<file path="config.mk">
export PLATFORM = sky130hd
export DESIGN_NAME = switch_readback_packer_flat
export DESIGN_NICKNAME = d
export VERILOG_FILES = /design/src/rtl/switch_readback_packer_if.sv /design/src/rtl/switch_readback_packer.sv /design/src/flat_wrapper.sv
export SDC_FILE = /design/constraint.sdc
export NUM_CORES = 1
export LEC_CHECK = 0
export BUFFER_PORTS_ARGS = -buffer_cell sky130_fd_sc_hd__buf_2
export CORE_AREA = 2 2 225 271
export CTS_BUF_LIST = sky130_fd_sc_hd__clkbuf_16
export DETAILED_ROUTE_END_ITERATION = 12
export DIE_AREA = 0 0 227 273
export GPL_TIMING_DRIVEN = 0
export HOLD_SLACK_MARGIN = 0.02
export MAX_ROUTING_LAYER = met4
export SLEW_MARGIN = 0
export SYNTH_ARGS = -nofsm -noshare
export SYNTH_HDL_FRONTEND = slang
export SYNTH_SLANG_ARGS = --single-unit
</file>
<file path="constraint.sdc">
create_clock -name clock -period 4.1 [get_ports clock]
set_input_delay 0.615 -clock clock [delete_from_list [all_inputs] [get_ports clock]]
set_output_delay 0.615 -clock clock [all_outputs]
set_load 0.05 [all_outputs]
</file>
<file path="src/rtl/switch_readback_packer_if.sv">
// switch_readback_packer_if: control, readback-FIFO and memory-write bus of the
// switch readback packer. The timeout_err flag exists only when
// SWITCH_PACKER_TIMEOUT_EN is defined.
interface switch_readback_packer_if #(
    parameter int WORD_WIDTH           = 128,
    parameter int SAMPLE_WIDTH         = 7,
    parameter int MAX_BITMAP_MEM_DEPTH = 2048
);
    localparam int ADDR_WIDTH = $clog2(MAX_BITMAP_MEM_DEPTH);

    logic                    start;
    logic [ADDR_WIDTH-1:0]   base_addr;
    logic [31:0]             num_samples;
    logic                    fifo_empty;
    logic                    fifo_rd;
    logic [SAMPLE_WIDTH-1:0] fifo_data;
    logic                    mem_wren;
    logic [ADDR_WIDTH-1:0]   mem_addr;
    logic [WORD_WIDTH-1:0]   mem_data;
    logic                    busy;
    logic                    done;
`ifdef SWITCH_PACKER_TIMEOUT_EN
    logic                    timeout_err;

    modport master (
        output start, base_addr, num_samples, fifo_empty, fifo_data,
        input  fifo_rd, mem_wren, mem_addr, mem_data, busy, done, timeout_err
    );

    modport slave (
        input  start, base_addr, num_samples, fifo_empty, fifo_data,
        output fifo_rd, mem_wren, mem_addr, mem_data, busy, done, timeout_err
    );
`else
    modport master (
        output start, base_addr, num_samples, fifo_empty, fifo_data,
        input  fifo_rd, mem_wren, mem_addr, mem_data, busy, done
    );

    modport slave (
        input  start, base_addr, num_samples, fifo_empty, fifo_data,
        output fifo_rd, mem_wren, mem_addr, mem_data, busy, done
    );
`endif
endinterface

</file>
<file path="src/rtl/switch_readback_packer.sv">
// switch_readback_packer: reads narrow switch-state samples from the readback
// FIFO and packs them, first sample in the LSBs, into WORD_WIDTH-bit words that
// are written to consecutive bitmap memory addresses starting at base_addr.
// Optional feature macro: SWITCH_PACKER_TIMEOUT_EN adds an empty-FIFO stall
// timeout that flushes the partial word and raises the sticky timeout_err flag.
module switch_readback_packer #(
    parameter int WORD_WIDTH           = 128,
    parameter int SAMPLE_WIDTH         = 7,
    parameter int MAX_BITMAP_MEM_DEPTH = 2048,
    parameter int TIMEOUT_CYCLES       = 1024
) (
    input  logic                     clock,
    input  logic                     reset,
    switch_readback_packer_if.slave  bus
);
    localparam int ADDR_WIDTH = $clog2(MAX_BITMAP_MEM_DEPTH);
    localparam int SPW        = WORD_WIDTH / SAMPLE_WIDTH;
    localparam int SLOT_WIDTH = (SPW > 1) ? $clog2(SPW) : 1;

    typedef enum logic [1:0] {
        IDLE,
        RUN,
        FLUSH,
        FIN
    } state_t;

    state_t                  state;
    state_t                  state_next;
    logic [ADDR_WIDTH-1:0]   base_latched;
    logic [ADDR_WIDTH-1:0]   word_index;
    logic [31:0]             num_latched;
    logic [31:0]             issued;
    logic [31:0]             captured;
    logic [SLOT_WIDTH-1:0]   slot;
    logic [WORD_WIDTH-1:0]   assembly;
    logic [WORD_WIDTH-1:0]   merged;
    logic                    rd_valid;
    logic                    start_accept;
    logic                    last_capture;
    logic                    word_complete;
    logic                    timeout_hit;
    logic                    flush_now;
    logic                    mem_wren;
    logic [ADDR_WIDTH-1:0]   mem_addr;
    logic [WORD_WIDTH-1:0]   mem_data;

    assign start_accept  = (state == IDLE) && bus.start;
    assign bus.fifo_rd   = (state == RUN) && !bus.fifo_empty && (issued < num_latched);
    assign last_capture  = rd_valid && ((captured + 32'd1) == num_latched);
    assign word_complete = rd_valid && ((slot == SLOT_WIDTH'(SPW - 1)) || last_capture);
    assign flush_now     = timeout_hit && (slot != '0);
    assign bus.busy      = (state == RUN) || (state == FLUSH);
    assign bus.done      = (state == FIN);
    assign bus.mem_wren  = mem_wren;
    assign bus.mem_addr  = mem_addr;
    assign bus.mem_data  = mem_data;

`ifdef SWITCH_PACKER_TIMEOUT_EN
    localparam int STALL_WIDTH = $clog2(TIMEOUT_CYCLES + 1);

    logic [STALL_WIDTH-1:0] stall_count;
    logic                   timeout_err;

    assign timeout_hit     = (state == RUN) && (stall_count == STALL_WIDTH'(TIMEOUT_CYCLES));
    assign bus.timeout_err = timeout_err;

    // Count consecutive empty-FIFO cycles in RUN; any read restarts the count.
    always_ff @(posedge clock) begin
        if (reset || start_accept || bus.fifo_rd) begin
            stall_count <= '0;
        end else if ((state == RUN) && bus.fifo_empty && !timeout_hit) begin
            stall_count <= stall_count + STALL_WIDTH'(1);
        end
    end

    // Sticky error flag, cleared only by reset or by the next accepted start.
    always_ff @(posedge clock) begin
        if (reset || start_accept) begin
            timeout_err <= 1'b0;
        end else if (timeout_hit) begin
            timeout_err <= 1'b1;
        end
    end
`else
    assign timeout_hit = 1'b0;
`endif

    // Drop the arriving sample into its slot of the word being assembled.
    always_comb begin
        merged = assembly |
                 ({{(WORD_WIDTH - SAMPLE_WIDTH){1'b0}}, bus.fifo_data} << (32'(slot) * SAMPLE_WIDTH));
    end

    // State register.
    always_ff @(posedge clock) begin
        if (reset) begin
            state <= IDLE;
        end else begin
            state <= state_next;
        end
    end

    // Next-state logic: a zero-length job goes straight to FIN.
    always_comb begin
        state_next = state;
        case (state)
            IDLE:    if (bus.start) state_next = (bus.num_samples == 32'd0) ? FIN : RUN;
            RUN:     if (last_capture || timeout_hit) state_next = FLUSH;
            FLUSH:   state_next = FIN;
            FIN:     state_next = IDLE;
            default: state_next = IDLE;
        endcase
    end

    // Datapath: latch the job, count reads and captures, assemble and emit words.
    always_ff @(posedge clock) begin
        if (reset) begin
            base_latched <= '0;
            num_latched  <= '0;
            issued       <= '0;
            captured     <= '0;
            word_index   <= '0;
            slot         <= '0;
            assembly     <= '0;
            rd_valid     <= 1'b0;
            mem_wren     <= 1'b0;
            mem_addr     <= '0;
            mem_data     <= '0;
        end else begin
            rd_valid <= bus.fifo_rd;
            mem_wren <= 1'b0;
            if (start_accept) begin
                base_latched <= bus.base_addr;
                num_latched  <= bus.num_samples;
                issued       <= '0;
                captured     <= '0;
                word_index   <= '0;
                slot         <= '0;
                assembly     <= '0;
            end else begin
                if (bus.fifo_rd) begin
                    issued <= issued + 32'd1;
                end
                if (rd_valid) begin
                    captured <= captured + 32'd1;
                end
                if (word_complete || flush_now) begin
                    mem_data   <= word_complete ? merged : assembly;
                    mem_wren   <= 1'b1;
                    mem_addr   <= base_latched + word_index;
                    word_index <= word_index + ADDR_WIDTH'(1);
                    assembly   <= '0;
                    slot       <= '0;
                end else if (rd_valid) begin
                    assembly <= merged;
                    slot     <= slot + SLOT_WIDTH'(1);
                end
            end
        end
    end
endmodule

</file>
<file path="src/flat_wrapper.sv">
// flat-port wrapper written by rule: the top's interface ports become plain ports
module switch_readback_packer_flat 
#(
    parameter int WORD_WIDTH           = 128,
    parameter int SAMPLE_WIDTH         = 7,
    parameter int MAX_BITMAP_MEM_DEPTH = 2048,
    parameter int TIMEOUT_CYCLES       = 1024
)
  (clock, reset, bus_start, bus_base_addr, bus_num_samples, bus_fifo_empty, bus_fifo_data, bus_fifo_rd, bus_mem_wren, bus_mem_addr, bus_mem_data, bus_busy, bus_done);
  switch_readback_packer_if #(.WORD_WIDTH(WORD_WIDTH), .SAMPLE_WIDTH(SAMPLE_WIDTH), .MAX_BITMAP_MEM_DEPTH(MAX_BITMAP_MEM_DEPTH)) bus_i ();
  input  logic clock;
  input  logic reset;
  input wire logic [$bits(bus_i.start)-1:0] bus_start;
  input wire logic [$bits(bus_i.base_addr)-1:0] bus_base_addr;
  input wire logic [$bits(bus_i.num_samples)-1:0] bus_num_samples;
  input wire logic [$bits(bus_i.fifo_empty)-1:0] bus_fifo_empty;
  input wire logic [$bits(bus_i.fifo_data)-1:0] bus_fifo_data;
  output wire logic [$bits(bus_i.fifo_rd)-1:0] bus_fifo_rd;
  output wire logic [$bits(bus_i.mem_wren)-1:0] bus_mem_wren;
  output wire logic [$bits(bus_i.mem_addr)-1:0] bus_mem_addr;
  output wire logic [$bits(bus_i.mem_data)-1:0] bus_mem_data;
  output wire logic [$bits(bus_i.busy)-1:0] bus_busy;
  output wire logic [$bits(bus_i.done)-1:0] bus_done;
  assign bus_i.start = bus_start;
  assign bus_i.base_addr = bus_base_addr;
  assign bus_i.num_samples = bus_num_samples;
  assign bus_i.fifo_empty = bus_fifo_empty;
  assign bus_i.fifo_data = bus_fifo_data;
  assign bus_fifo_rd = bus_i.fifo_rd;
  assign bus_mem_wren = bus_i.mem_wren;
  assign bus_mem_addr = bus_i.mem_addr;
  assign bus_mem_data = bus_i.mem_data;
  assign bus_busy = bus_i.busy;
  assign bus_done = bus_i.done;
  switch_readback_packer #(.WORD_WIDTH(WORD_WIDTH), .SAMPLE_WIDTH(SAMPLE_WIDTH), .MAX_BITMAP_MEM_DEPTH(MAX_BITMAP_MEM_DEPTH), .TIMEOUT_CYCLES(TIMEOUT_CYCLES)) u_core (.clock(clock), .reset(reset), .bus(bus_i));
endmodule
</file>
==> After elaboration in Yosys (flattened, before gate mapping) <==
Cells that the tools add are included.
{ "op_classes": {"addsub": 5, "n_mul": 1, "magnitude_cmp": 1, "n_eq_ne": 7, "n_shift": 1, "mux": 5, "bitwise": 2, "n_reduce_logical": 14} }
{ "ops": {"columns": ["operator", "n"], "rows": [
  ["$or 128x128->128", 1],
  ["$shl 7x8->128", 1],
  ["$add 32x1->32 const B", 2],
  ["$eq 32x32->1", 1],
  ["$logic_not 32->1", 1],
  ["$lt 32x32->1", 1],
  ["$add 11x1->11 const B", 1],
  ["$add 11x11->11", 1],
  ["$mul 5x3->8 const B", 1],
  ["$pmux 2 s4", 1],
  ["$mux 2", 3],
  ["$add 5x1->5 const B", 1],
  ["$eq 5x5->1 const B", 1],
  ["$logic_and 1x1->1", 5],
  ["$eq 2x2->1 const B", 2],
  ["$reduce_and 2->1", 2],
  ["$reduce_or 3->1", 1],
  ["$eq 2x1->1 const B", 1],
  ["$logic_not 2->1", 1],
  ["$logic_or 1x1->1", 2],
  ["$ne 2x1->1 const B", 1],
  ["$ne 2x2->1 const B", 1],
  ["$reduce_or 2->1", 1],
  ["$logic_not 1->1", 1],
  ["2 further kinds", 2]
]} }
{ "word_totals": {"ff_bits": 394, "input_bits": 54, "out_inout_bits": 143, "elab_cells": 48} }

==> Depth between registers and ports, before layout <==
{ "depth": {"depth_word": 6, "depth_mapped": 15, "ltp_nobuf": 12} }

==> Worst setup path after synthesis <==
No wires, ideal clock.
{ "synth_path": {"kind": "register to output", "startpoint": "register u_core.num_latched[17]", "endpoint": "output port bus_fifo_rd", "arrival_ns": 2.973, "required_time_ns": 3.485, "slack_ns": 0.512, "stages_incl_launch_ff": 12, "path_buffers": 1, "path_cell_list": "dfxtp_1 > inv_1 > ha_1 > a21o_1 > a21o_1 > a21o_1 > a211oi_1 > o21bai_1 > a311oi_1 > o21ai_0 > clkbuf_1 > inv_1"} }
{ "synth_between": {"elab_chain_len": 2} }
{ "synth_rtl": {"columns": ["element", "line", "text"], "rows": [
  ["start: declaration", "switch_readback_packer.sv:31", "logic [31:0] num_latched;"],
  ["start signal: assignment", "switch_readback_packer.sv:134", "num_latched <= bus.num_samples;"],
  ["$lt 32x32->1", "switch_readback_packer.sv:48", "assign bus.fifo_rd = (state == RUN) && !bus.fifo_empty && (issued < num_latched);"],
  ["$logic_and 1x1->1", "switch_readback_packer.sv:48", null],
  ["end: declaration", "flat_wrapper.sv:18", "output wire logic [$bits(bus_i.fifo_rd)-1:0] bus_fifo_rd;"]
]} }
Every way passes these cells.

==> Worst setup path in the final report <==
Ends and elaborated chain as after synthesis.

==> run_results.csv <==
group,metric,value,unit
global_route,overflow,0,
setup_path,critPathMaxFanout,10,
min_path,hold_start,"bus_base_addr[1]",
sta,fin_worst_skew,0.02949,ns
synth,synth_cells,2068,
layout,fin_area,0.02123,sq mm
setup_path,slowest_stage,"dfxtp_2",
drt,first_pass_iters,5,
synth,yosysTopAreaCellShare,44.70,%
floorplan,ioPinCount,197,
drt,vias_per_cell,5.081,
floorplan,core,0.05935,sq mm
power_and_ir_drop,power_leakage,7.753,nW
global_route,grt_start_max_net_pins,14,
synth,post-synth-top-area-cell,"dfxtp_1",
layout,final_layout_size_suffix_gt1_share,17.47,%
synth,syn-num-nets,2174,
sta,finalHoldViolations,0,
sta,worstMarginPinSlew,1.136,ns
synth,syn_avg_cell_area,8.532,sq um
sta,layout_min_cycle_time,3.937,ns
synth,ys_ff_latch,394,
synth,syn_area,0.01764,sq mm
global_route,globalRouteTotalUtil,19.50,%
power_and_ir_drop,power.density,442.0,mW/mm^2
sta,period_share,96.03,%
clocking,clk_latency,0.61,ns
setup_path,start_kind,"flop",
clocking,cts_num_sinks,394,
sta,timing.fmax,0.2540,GHz
sta,setup_viol,0,
synth,synth_edf_count,0,
synth,async_flop_share,0,%
placed_design,place_area,0.01963,sq mm
drt,antenna_left,0,
synth,synth_ff_type,"dfxtp_1",
setup_path,critical-path-top-delay-family,"compound AO/OA/AOI/OAI gates",
clocking,cts_root_buffer,"clkbuf_16",
placed_design,hpwl,45.60,mm
clocking,cts_tree,"done",
layout,n_fill_cell,6205,
clocking,clk_pin_slew,0.06,ns
synth,synth_cell_types,71,
setup_path,crit_arrival,3.32,ns
sta,setup_tns,0,ns
layout,final_cells,3159,
power_and_ir_drop,ir_drop,288.5,uV
synth,ys.warnings.count,0,
clocking,clockBufferDepth,3,
drt,drtIter0Drc,999,
sta,finalMaxSlewViolations,0,
drt,drcViolationCount,0,
setup_path,crit_path_max_incr_delay,0.40,ns
sta,slew_headroom,24.28,%
floorplan,die_w,227,um
setup_path,setup.worst_path.start,"u_core.num_latched[17]",
setup_path,crit_chain,"inv_1 -> ha_1 -> a21o_1 -> a21o_1 -> a21o_1 -> a211oi_1 -> o21bai_1 -> a311oi_4 -> o21ai_1 -> buf_2 -> inv_2 -> buf_4",
setup_path,worstSetupPathType,"flop to output pin",
layout,syn2layout_area_growth,20.32,%
drt,wl_per_cell,18.89,um
setup_path,cp_common_cell,"a21o_1",
power_and_ir_drop,total_power,9.384,mW
floorplan,start_util,29.73,%
global_route,grt_pass1_wl,90.74,mm
synth,synth.area.top_cells,"dfxtp_1, a21oi_1, nor2_1, a211oi_2, ha_1",
setup_path,critPathRequiredTime,3.48,ns
floorplan,rows,98,
layout,nNetsFinal,2424,
global_route,grt_pass1_vias,15690,
min_path,hp-class,"primary input to flop",
run,drv_cap,0,
clocking,cts_max_level,2,
outcome,outcome,"complete, no violations",
floorplan,die_h,273,um
setup_path,r2r-start,"u_core.captured[1]",
floorplan,fp.dieArea,0.06197,sq mm
placed_design,io_buffers,196,
sta,rsz0062_at_grt,"no",
synth,ys_seq_area_share,44.70,%
placed_design,gp_congestion,0.9344,
clocking,numCtsBuffers,44,
setup_path,cp_num_buf_inv,4,
drt,finalWirelength,59.69,mm
global_route,antenna_found_initial,7,
setup_path,endpoint_kind,"output pin",
placed_design,dp_cells,3064,
drt,vias,16050,
sta,hold_ws,0.2711,ns
==> registers in the layout, summed over array words and instances, names as in the netlist <==
name,count
u_core.assembly,128
u_core.bus.mem_data,128
u_core.captured,32
u_core.issued,32
u_core.num_latched,32
u_core.base_latched,11
u_core.bus.mem_addr,11
u_core.word_index,11
u_core.slot,5
u_core.state,2
u_core.bus.mem_wren,1
u_core.rd_valid,1
==> repair_timing <==
action,4_1_cts,5_1_grt
setup buffers,6,5
setup endpoints to repair,286,261
pin swaps,3,2
resized for setup,13,9
hold buffers,0,0
==> tightest hold or removal path, stage by stage <==
cell	delay (ns)
buf_2	0.09
nand2_1	0.05
a21oi_1	0.05
==> synth_stat cells, types with 6 or more instances <==
cell / n
o2111ai_1: 9
nor4_1: 23
a211oi_2: 69
inv_1: 53
a211oi_1: 69
buf_1: 9
buf_4: 17
nand2b_1: 6
xnor2_1: 43
or3_1: 25
buf_6: 7
o21ai_0: 31
buf_2: 26
xor2_1: 39
and3_1: 12
a21oi_1: 340
and2_1: 12
nand2_1: 145
or4_1: 14
ha_1: 51
nor3_1: 19
o31ai_1: 11
nor4b_1: 6
mux2i_1: 17
nor2_1: 353
clkbuf_1: 94
nand3_1: 30
nand4_1: 38
dfxtp_1: 394
a21o_1: 15
nor2b_1: 21
==> metal layers <==
layer	wire length, um	part of all wire, %	GRT usage, %
met4	1731	2.9	6.467
met5	0	0	-
met3	3283	5.5	3.483
met1	24460	41	22.06
met2	30210	51	34.48
==> cell families after synthesis <==
logic type | count (synthesis) | share of synthesized area (%)
fa+ha+maj | 52 | 3.730
xor+xnor | 83 | 4.198
mux | 17 | 0.9644
compound gates | 585 | 21.90
simple gates | 729 | 19.17
buf+inv | 208 | 5.333
flops | 394 | 44.70
==> where the power goes <==
group          internal [mW]  switching [mW]
combinational          0.405           0.976
clock                   2.28            1.68
sequential              3.93           0.116
==> cell usage in the layout (no fill, tap or decap), types with 7 or more instances in the layout <==
cell type | netlist | routed
a21oi_1 | 340 | 339
nor2b_1 | 21 | 21
nor2_1 | 353 | 353
xnor2_1 | 43 | 43
a21o_1 | 15 | 15
mux2i_1 | 17 | 17
nor4_1 | 23 | 22
o21ai_0 | 31 | 30
and2_1 | 12 | 12
dfxtp_1 | 394 | 392
o2111ai_1 | 9 | 9
clkbuf_16 | 0 | 44
clkbuf_1 | 94 | 88
ha_1 | 51 | 50
or4_1 | 14 | 14
a211oi_2 | 69 | 69
inv_1 | 53 | 60
and3_1 | 12 | 12
nor3_1 | 19 | 18
diode_2 | 0 | 7
a211oi_1 | 69 | 69
or3_1 | 25 | 25
buf_6 | 7 | 8
nand2_1 | 145 | 145
buf_2 | 26 | 221
buf_1 | 9 | 9
xor2_1 | 39 | 39
o31ai_1 | 11 | 11
nand4_1 | 38 | 38
buf_4 | 17 | 29
clkinv_1 | 1 | 14
nand3_1 | 30 | 30
==> stage by stage <==
stage | util (%) | setup WS (ns)
after floorplan | - | 0.5119
after global placement | 33.07 | -0.8066
after detailed placement | 33.07 | -0.8354
after CTS | 35.67 | 0.04996
after global routing | 35.77 | 0.002943
final | 35.77 | 0.1628
==> layout make-up <==
cell class,count,area (sq um),area share (%)
multi-input combinational,1466,8869,41.78
sequential,394,7890,37.17
clock buffer,44,1101,5.187
timing repair buffer,207,1066,5.022
tap,800,1001,4.715
buffer,151,737.0,3.471
clock inverter,36,345.3,1.627
inverter,54,202.7,0.9548
antenna,7,17.52,0.08251
==> path summary, 6_finish.rpt <==
kind	endpoint	slack, ns	depth (start not counted)
worst min register to register	u_core.base_latched[7]	0.46	2
worst max-delay path	bus_fifo_rd	0.16	12
worst min-delay path	u_core.base_latched[1]	0.27	3
worst max register to register	u_core.bus.mem_data[126]	0.21	14
No activity file was read; power rests on OpenSTA's default activity.
